File: src/rtl/wallclock_pkg.sv
// Shared constants and BCD helpers for the wall-clock controller.
package wallclock_pkg;

    typedef logic [7:0] bcd_t;
    typedef logic [1:0] mode_t;
    typedef logic [5:0] blank_t;

    // FSM state codes; the mode output reports these directly.
    localparam mode_t StRun     = 2'd0;
    localparam mode_t StSetHour = 2'd1;
    localparam mode_t StSetMin  = 2'd2;
    localparam mode_t StSetSec  = 2'd3;

    // Inclusive upper limits of the BCD fields.
    localparam bcd_t HOUR_MAX   = 8'h23;
    localparam bcd_t MINSEC_MAX = 8'h59;

    // Digit blank masks, ordered {hour_t, hour_u, min_t, min_u, sec_t, sec_u}.
    localparam blank_t BlankNone = 6'b000000;
    localparam blank_t BlankHour = 6'b110000;
    localparam blank_t BlankMin  = 6'b001100;
    localparam blank_t BlankSec  = 6'b000011;

    // Next BCD value, wrapping from max back to 00.
    function automatic bcd_t bcd_inc(input bcd_t value, input bcd_t max);
        bcd_t result;
        if (value == max) begin
            result = 8'h00;
        end else if (value[3:0] == 4'd9) begin
            result = {value[7:4] + 4'd1, 4'd0};
        end else begin
            result = {value[7:4], value[3:0] + 4'd1};
        end
        return result;
    endfunction

    // Previous BCD value, wrapping from 00 up to max.
    function automatic bcd_t bcd_dec(input bcd_t value, input bcd_t max);
        bcd_t result;
        if (value == 8'h00) begin
            result = max;
        end else if (value[3:0] == 4'd0) begin
            result = {value[7:4] - 4'd1, 4'd9};
        end else begin
            result = {value[7:4], value[3:0] - 4'd1};
        end
        return result;
    endfunction

endpackage

File: src/rtl/wallclock_if.sv
// Pulse inputs and display outputs of the wall-clock controller.
interface wallclock_if;
    import wallclock_pkg::*;

    logic   tick_1s;
    logic   btn_mode;
    logic   btn_inc;
    logic   btn_dec;
    bcd_t   hour;
    bcd_t   min;
    bcd_t   sec;
    mode_t  mode;
    blank_t digit_blank;
    logic   day_pulse;

    // Driver side: produces the ticks and button pulses, observes the display.
    modport master (
        output tick_1s, btn_mode, btn_inc, btn_dec,
        input  hour, min, sec, mode, digit_blank, day_pulse
    );

    // Controller side.
    modport slave (
        input  tick_1s, btn_mode, btn_inc, btn_dec,
        output hour, min, sec, mode, digit_blank, day_pulse
    );

endinterface

File: src/rtl/bcd_mod_counter.sv
// Two-digit BCD modulo counter with run carry-in, manual inc/dec and a wrap pulse.
module bcd_mod_counter
    import wallclock_pkg::*;
#(
    parameter bcd_t MAX       = 8'h59,
    parameter bcd_t RESET_VAL = 8'h00
) (
    input  logic clk,
    input  logic reset,
    input  logic carry_en,
    input  logic inc,
    input  logic dec,
    output bcd_t value,
    output logic wrap
);

    bcd_t value_q, value_d;

    // Carry-in and inc both count up; a conflicting inc/dec pair is a no-op.
    always_comb begin
        value_d = value_q;
        if (carry_en || (inc && !dec)) begin
            value_d = bcd_inc(value_q, MAX);
        end else if (dec && !inc) begin
            value_d = bcd_dec(value_q, MAX);
        end
    end

    // Field register.
    always_ff @(posedge clk) begin
        if (reset) begin
            value_q <= RESET_VAL;
        end else begin
            value_q <= value_d;
        end
    end

    assign value = value_q;
    // Only a run carry produces a wrap, so manual edits never ripple outward.
    assign wrap  = carry_en && (value_q == MAX);

endmodule

File: src/rtl/wallclock_ctrl.sv
// Wall-clock time keeper with a mode FSM for setting hour, minute and second.
module wallclock_ctrl
    import wallclock_pkg::*;
#(
    parameter bcd_t RESET_HOUR = 8'h00,
    parameter bcd_t RESET_MIN  = 8'h00
) (
    input logic        clk,
    input logic        reset,
    wallclock_if.slave bus
);

    mode_t  state_q, state_d;
    logic   blink_q, blink_d;
    logic   day_q;
    blank_t blank;

    logic in_set;
    logic run_tick;
    logic edit_ok;
    logic edit_inc;
    logic edit_dec;
    logic sec_wrap;
    logic min_wrap;
    logic hour_wrap;
    bcd_t sec_val;
    bcd_t min_val;
    bcd_t hour_val;

    assign in_set   = (state_q != StRun);
    assign run_tick = !in_set && bus.tick_1s;
    // A mode press wins over inc/dec; inc and dec together cancel.
    assign edit_ok  = in_set && !bus.btn_mode && (bus.btn_inc ^ bus.btn_dec);
    assign edit_inc = edit_ok && bus.btn_inc;
    assign edit_dec = edit_ok && bus.btn_dec;

    bcd_mod_counter #(
        .MAX       (MINSEC_MAX),
        .RESET_VAL (8'h00)
    ) u_sec (
        .clk      (clk),
        .reset    (reset),
        .carry_en (run_tick),
        .inc      (edit_inc && (state_q == StSetSec)),
        .dec      (edit_dec && (state_q == StSetSec)),
        .value    (sec_val),
        .wrap     (sec_wrap)
    );

    bcd_mod_counter #(
        .MAX       (MINSEC_MAX),
        .RESET_VAL (RESET_MIN)
    ) u_min (
        .clk      (clk),
        .reset    (reset),
        .carry_en (sec_wrap),
        .inc      (edit_inc && (state_q == StSetMin)),
        .dec      (edit_dec && (state_q == StSetMin)),
        .value    (min_val),
        .wrap     (min_wrap)
    );

    bcd_mod_counter #(
        .MAX       (HOUR_MAX),
        .RESET_VAL (RESET_HOUR)
    ) u_hour (
        .clk      (clk),
        .reset    (reset),
        .carry_en (min_wrap),
        .inc      (edit_inc && (state_q == StSetHour)),
        .dec      (edit_dec && (state_q == StSetHour)),
        .value    (hour_val),
        .wrap     (hour_wrap)
    );

    // Mode FSM: each mode press steps to the next field, then back to RUN.
    always_comb begin
        state_d = state_q;
        if (bus.btn_mode) begin
            case (state_q)
                StRun:     state_d = StSetHour;
                StSetHour: state_d = StSetMin;
                StSetMin:  state_d = StSetSec;
                default:   state_d = StRun;
            endcase
        end
    end

    // Blink phase: cleared on state change or edit, toggled by ticks while setting.
    always_comb begin
        blink_d = blink_q;
        if (bus.btn_mode) begin
            blink_d = 1'b0;
        end else if (in_set && (bus.btn_inc || bus.btn_dec)) begin
            blink_d = 1'b0;
        end else if (in_set && bus.tick_1s) begin
            blink_d = !blink_q;
        end
    end

    // State, blink and midnight pulse registers.
    always_ff @(posedge clk) begin
        if (reset) begin
            state_q <= StRun;
            blink_q <= 1'b0;
            day_q   <= 1'b0;
        end else begin
            state_q <= state_d;
            blink_q <= blink_d;
            day_q   <= hour_wrap;
        end
    end

    // Blank the selected field's digits during the off phase of the blink.
    always_comb begin
        blank = BlankNone;
        if (blink_q) begin
            case (state_q)
                StSetHour: blank = BlankHour;
                StSetMin:  blank = BlankMin;
                StSetSec:  blank = BlankSec;
                default:   blank = BlankNone;
            endcase
        end
    end

    assign bus.hour        = hour_val;
    assign bus.min         = min_val;
    assign bus.sec         = sec_val;
    assign bus.mode        = state_q;
    assign bus.digit_blank = blank;
    assign bus.day_pulse   = day_q;

endmodule
File: src/flat_wrapper.sv
// flat-port wrapper written by rule: the top's interface ports become plain ports
module wallclock_ctrl_flat import wallclock_pkg::*;
#(
    parameter bcd_t RESET_HOUR = 8'h00,
    parameter bcd_t RESET_MIN  = 8'h00
)
  (clk, reset, bus_tick_1s, bus_btn_mode, bus_btn_inc, bus_btn_dec, bus_hour, bus_min, bus_sec, bus_mode, bus_digit_blank, bus_day_pulse);
  wallclock_if bus_i ();
  input logic clk;
  input logic reset;
  input wire logic [$bits(bus_i.tick_1s)-1:0] bus_tick_1s;
  input wire logic [$bits(bus_i.btn_mode)-1:0] bus_btn_mode;
  input wire logic [$bits(bus_i.btn_inc)-1:0] bus_btn_inc;
  input wire logic [$bits(bus_i.btn_dec)-1:0] bus_btn_dec;
  output wire logic [$bits(bus_i.hour)-1:0] bus_hour;
  output wire logic [$bits(bus_i.min)-1:0] bus_min;
  output wire logic [$bits(bus_i.sec)-1:0] bus_sec;
  output wire logic [$bits(bus_i.mode)-1:0] bus_mode;
  output wire logic [$bits(bus_i.digit_blank)-1:0] bus_digit_blank;
  output wire logic [$bits(bus_i.day_pulse)-1:0] bus_day_pulse;
  assign bus_i.tick_1s = bus_tick_1s;
  assign bus_i.btn_mode = bus_btn_mode;
  assign bus_i.btn_inc = bus_btn_inc;
  assign bus_i.btn_dec = bus_btn_dec;
  assign bus_hour = bus_i.hour;
  assign bus_min = bus_i.min;
  assign bus_sec = bus_i.sec;
  assign bus_mode = bus_i.mode;
  assign bus_digit_blank = bus_i.digit_blank;
  assign bus_day_pulse = bus_i.day_pulse;
  wallclock_ctrl #(.RESET_HOUR(RESET_HOUR), .RESET_MIN(RESET_MIN)) u_core (.clk(clk), .reset(reset), .bus(bus_i));
endmodule
File: config.mk
export PLATFORM = sky130hd
export DESIGN_NAME = wallclock_ctrl_flat
export DESIGN_NICKNAME = d
export VERILOG_FILES = /design/src/rtl/wallclock_pkg.sv /design/src/rtl/wallclock_if.sv /design/src/rtl/bcd_mod_counter.sv /design/src/rtl/wallclock_ctrl.sv /design/src/flat_wrapper.sv
export SDC_FILE = /design/constraint.sdc
export NUM_CORES = 1
export LEC_CHECK = 0
export ABC_AREA = 1
export CAP_MARGIN = 20
export CORE_UTILIZATION = 59
export DETAILED_ROUTE_END_ITERATION = 12
export PLACE_DENSITY = 0.86
export SLEW_MARGIN = 20
export SYNTH_ARGS = -nofsm -noshare
export SYNTH_HDL_FRONTEND = slang
export SYNTH_SLANG_ARGS = --single-unit
export TNS_END_PERCENT = 20
File: constraint.sdc
create_clock -name clk -period 2.9 [get_ports clk]
set_clock_uncertainty 0.05 [all_clocks]
set_input_delay 0.435 -clock clk [delete_from_list [all_inputs] [get_ports clk]]
set_output_delay 0.435 -clock clk [all_outputs]
set_load 0.005 [all_outputs]
Word-level counts from Yosys, hierarchy flattened
Index checks and enable logic that the tools add are counted.

Bits in registers: 28. Bits of input ports: 6.

Add/sub/neg operators: 12. Eq/ne operators: 12. Muxes and demuxes: 21. Bitwise logic cells: 1. Reductions and logical operators: 53.

Operators by type and width (count): two-way mux 8 bit (18); adder 4 x 1 -> 4 bit, second input constant (6); zero test 8 bit (3); subtractor 4 x 1 -> 4 bit, second input constant (6); logical AND 1 bit (22); one-hot mux 6 bit (3 select lines) (1); equality test 8 x 7 -> 1 bit, second input constant (2); equality test 4 bit, second input constant (3); zero test 4 bit (3); zero test 1 bit (9); != test 3 x 1 -> 1 bit, second input constant (3); AND reduction 3 bit (3); nonzero test 3 bit (3); equality test 8 x 6 -> 1 bit, second input constant (1); nonzero test 2 bit (4); two-way mux 6 bit (1); one-hot mux 2 bit (3 select lines) (1); equality test 2 bit, second input constant (2); logical OR 1 bit (4); OR reduction 3 bit (1); equality test 2 x 1 -> 1 bit, second input constant (1); zero test 2 bit (1); bitwise XOR 1 bit (1).

Logic depth before layout (Yosys ltp)
Depth in word-level cells: 10. Gate-level depth with buffers: 13.

Hierarchy
From an unflattened synthesis, not the netlist that was laid out.

Cells, all modules: 429. Area total of the unflattened synthesis: 2720.1 um2.

By module, submodules not included: bcd_mod_counter at u_core.u_min ... (times used 2, cells each 127, area an instance 779.5 um2, sequential area each 160.2 um2); bcd_mod_counter at u_core.u_hour (times used 1, cells each 121, area an instance 808.3 um2, sequential area each 160.2 um2); wallclock_ctrl (times used 1, cells each 54, area an instance 352.8 um2, sequential area each 80.1 um2).

Worst setup path after synthesis
Ideal clock, no wire load.

Kind: in2reg. From: input port bus_btn_inc. To: register u_core.u_hour.value_q[5] (netlist: u_core.u_hour.value[5]). Setup time: 0.111 ns. Arrival time: 1.660 ns. Required time: 2.739 ns. Setup slack: 1.079 ns. Stages: 12. Cell sequence: inv_1 -> ha_1 -> nand2_4 -> nor2_8 -> nand3_4 -> nand2_4 -> buf_8 -> inv_2 -> nand2_1 -> nand2_1 -> nor2_1 -> nor2_1.

Longest elaborated chain between the ends: 9.

Ends and longest elaborated chain: from (decl) (line flat_wrapper.sv:13) `input wire logic [$bits(bus_i.btn_inc)-1:0] bus_btn_inc;`; bitwise XOR 1 bit (line wallclock_ctrl.sv:33) `assign edit_ok = in_set && !bus.btn_mode && (bus.btn_inc ^ bus.btn_dec);`; logical AND 1 bit (line wallclock_ctrl.sv:33); logical AND 1 bit (line wallclock_ctrl.sv:35) `assign edit_dec = edit_ok && bus.btn_dec;`; logical AND 1 bit (line wallclock_ctrl.sv:71) `.dec (edit_dec && (state_q == StSetHour)),`; zero test 1 bit (line bcd_mod_counter.sv:22) `if (carry_en || (inc && !dec)) begin`; logical AND 1 bit (line bcd_mod_counter.sv:22); logical OR 1 bit (line bcd_mod_counter.sv:22); != test 3 x 1 -> 1 bit (no source line) (tied with other cells); AND reduction 3 bit (no source line); to (signal assigned) (line bcd_mod_counter.sv:34) `value_q <= value_d;`; to (decl) (line bcd_mod_counter.sv:17) `bcd_t value_q, value_d;`.

Several ways; a longest one is shown, not always the timed one. A chain may end at the register's enable or synchronous reset.

Final worst setup path
From: input port bus_btn_dec. To: register u_core.u_hour.value_q[6] (netlist: u_core.u_hour.value[6]).

Longest elaborated chain between the ends: 9.

Ends and longest elaborated chain: from (decl) (line flat_wrapper.sv:14) `input wire logic [$bits(bus_i.btn_dec)-1:0] bus_btn_dec;`; bitwise XOR 1 bit (line wallclock_ctrl.sv:33); logical AND 1 bit (line wallclock_ctrl.sv:33); logical AND 1 bit (line wallclock_ctrl.sv:35); logical AND 1 bit (line wallclock_ctrl.sv:71); zero test 1 bit (line bcd_mod_counter.sv:22); logical AND 1 bit (line bcd_mod_counter.sv:22); logical OR 1 bit (line bcd_mod_counter.sv:22); != test 3 x 1 -> 1 bit (no source line) (tied with other cells); AND reduction 3 bit (no source line).

Several ways; a longest one is shown, not always the timed one.

==> impl_metrics.csv <==
group,metric,value,unit
routing,antenna_left,0,
die,core-area,0.00414,mm²
timing,tightest_slew,0.711,ns
critical_path,cp_slowest_cell,"clkdlybuf4s50_1",
clock_tree,clkLatencyLatePin,0.28,ns
global_routing,met2_usage,47.3,%
critical_path,r2r-start,"u_core.bus.mode[0]$_SDFFE_PP0P_",
synthesis,synth_seq_area_share,21.3,%
pwr,ir_drop,0.000191,V
global_routing,grt_max_degree,25,
routing,drt_pass1_iterations,4,
timing,finalHoldViolCount,0,
place,io_buffers,38,
pwr,p_leak,0.00146,µW
synthesis,syn_inst,379,
routing,vias_per_cell,5.46,
synthesis,synth_area,0.00263,mm²
routing,routedWlPerCell,12.9,µm
clock_tree,clockBufferDepth,2,
timing,timing.fmax,451,MHz
global_routing,grt.total_usage,27.1,%
critical_path,path_class,"input pin to register",
global_routing,grt_pass1_wl,9.83,mm
global_routing,overflow,0,
pwr,powerDensity,317,mW/mm²
timing,finalCritPeriodShare,76.5,%
die,initial_core_util,63.5,%
cells_and_area,fin_area,0.00307,mm²
global_routing,top_usage_layer,"met2",
timing,setup_viol,0,
die,die_w,68.8,µm
die,ios,39,
critical_path,end_kind,"register",
clock_tree,cts-resized-gates,0,
global_routing,antenna_found_initial,0,
cells_and_area,final_common_cell,"nand2_1",
synthesis,synth_seq_cells,28,
critical_path,cp_cell_sequence,"clkdlybuf4s50_1, inv_1, ha_1, nand2_4, nor2_8, nand3_4, nand2_4, nand2_2, nand2_1, inv_1, nor2_1, nor2_1",
timing,period_minus_slack,2.22,ns
place,dp_cells,459,
routing,drt_iter0_markers,174,
place,placed_area,0.00301,mm²
min_path,hold_depth,2,
min_path,min_from,"u_core.blink_q$_SDFFE_PP0P_",
cells_and_area,n_antenna_cell,0,
clock_tree,ctsHoldBuffers,0,
critical_path,cp_max_fo,12,
die,fp.dieH,68.8,µm
clock_tree,clock_tree.root_cell,"clkbuf_8",
critical_path,r2r-end,"u_core.u_hour.value[6]$_SDFFE_PP0P_",
global_routing,grtUsageMet1,35.1,%
clock_tree,numCtsBuffers,3,
critical_path,setup.reg_to_reg.worst_slack,0.88,ns
timing,slew_viol_final,0,
min_path,hold_end,"u_core.blink_q$_SDFFE_PP0P_",
cells_and_area,final_cell_mix,"59 x nand2_1, 51 x nor2_1, 50 x inv_1, 41 x nand3_1, 38 x clkdlybuf4s50_1",
timing,rsz0062_at_grt,"false",
critical_path,worstPathArrival,2.35,ns
clock_tree,h-tree-depth,1,
cells_and_area,fin_cells,463,
place,dp_hpwl,4.47,mm
synthesis,syn_nets,410,
die,fp-row-count,23,
critical_path,start_kind,"input pin",
place,pre_cts_slack,0.387,ns
outcome,outcome,"finished clean",
synthesis,yosys_warnings,0,
clock_tree,cts_tree,"built",
die,dieArea,0.00473,mm²
routing,num_vias,2529,
critical_path,worstPathRequired,3.03,ns
global_routing,use_met3,2.80,%
cells_and_area,areaGrowthSynthToFinish,16.6,%
timing,max_slew_margin,52.6,%
synthesis,avgSynthCellArea,6.94,µm²
cells_and_area,drive_above_1_share,9.20,%
clock_tree,cts_setup_buffers,0,
clock_tree,cts_sinks,28,
routing,post-route-drc-count,0,
clock_tree,path_clk_slew,0.10,ns
job,drv_cap,0,
cells_and_area,fin_nets,445,
critical_path,cpPeakStageDelay,0.52,ns
global_routing,grt_pass1_vias,2302,
critical_path,reg2reg_depth,12,
place,gp_congestion,0.983,
timing,setup_slack,0.682,ns
timing,setup-tns-final,0,ns
routing,routed_wl,5.96,mm
min_path,hold_path.class,"register to register",
synthesis,synth.distinct_cells,31,
## stage by stage
stage	total power (µW)	utilization [%]	hold WS, ns
final	973	74.1	0.477
after floorplan	631	-	0.420
after CTS	978	74.1	0.484
after global routing	1030	74.1	0.521
after global placement	707	72.7	0.467
after detailed placement	723	72.7	0.463
## where the power goes
| group | total [µW] | leakage (µW) | internal (µW) | switching (µW) |
|---|---|---|---|---|
| Sequential | 432 | 0.000228 | 403 | 29.1 |
| Clock | 253 | 0.0000288 | 122 | 131 |
| Combinational | 288 | 0.00120 | 117 | 171 |
## cells by family after synthesis
| logic type | synth area share, % |
|---|---|
| compound gates | 11.1 |
| flops | 21.3 |
| buf+inv | 10.1 |
| xor+xnor | 6.66 |
| fa+ha+maj | 11.9 |
| simple gates | 38.9 |
## worst max-delay path, delay by kind of cell
kind,cells,cell delay (ns)
adder cells (fa/ha/maj),1,0.39
AND/OR/NAND/NOR,8,0.81
buffers and inverters,3,0.71
## state kept, by name (all words and copies together) (netlist names)
name / flops
u_core.u_hour.value: 8
u_core.bus.day_pulse: 1
u_core.bus.mode: 2
u_core.u_min.value: 8
u_core.blink_q: 1
u_core.u_sec.value: 8
## synth_stat cells, drive strengths merged
library cell  count  area, µm²
xor2             18        158
o21bai            1       7.51
o211ai            1       7.51
nand2            69        319
o21ai            34        170
ha               25        313
buf               8       60.1
nor2             55        245
dfxtp            28        561
nand3b            2       15.0
nand4             8       56.3
nor3              3       15.0
a21oi            11       66.3
nand3            52        368
xnor2             2       17.5
inv              55        206
or2               1       6.26
a31oi             5       31.3
o221ai            1       8.76
## how the worst max path moves through the flow
stage,start,endpoint,slack (ns),cells after the start
floorplan,bus_btn_inc,u_core.u_hour.value[5]$_SDFFE_PP0P_,1.08,12
global placement,bus_btn_dec,u_core.u_hour.value[5]$_SDFFE_PP0P_,0.47,12
detailed placement,bus_btn_dec,u_core.u_hour.value[7]$_SDFFE_PP0P_,0.39,12
CTS,bus_btn_dec,u_core.u_hour.value[7]$_SDFFE_PP0P_,0.68,12
global route,bus_btn_dec,u_core.u_hour.value[7]$_SDFFE_PP0P_,0.49,12
finish,bus_btn_dec,u_core.u_hour.value[6]$_SDFFE_PP0P_,0.68,12
## area by class of cell
class | instances | area [µm²]
Tap cell | 50 | 62.6
Timing Repair Buffer | 38 | 380
Inverter | 55 | 206
Sequential cell | 28 | 561
Multi-Input combinational cell | 288 | 1800
Clock buffer | 4 | 55.1
Fill cell | 355 | 1070
## layer usage
metal / part of all wire [%] / vias to the layer above
li1: - / 1291
met1: 48 / 1167
met2: 48 / 67
met3: 3.2 / 4
met4: 0.74 / 0
met5: 0 / -
Note: power is estimated with default switching activity, not from simulation.
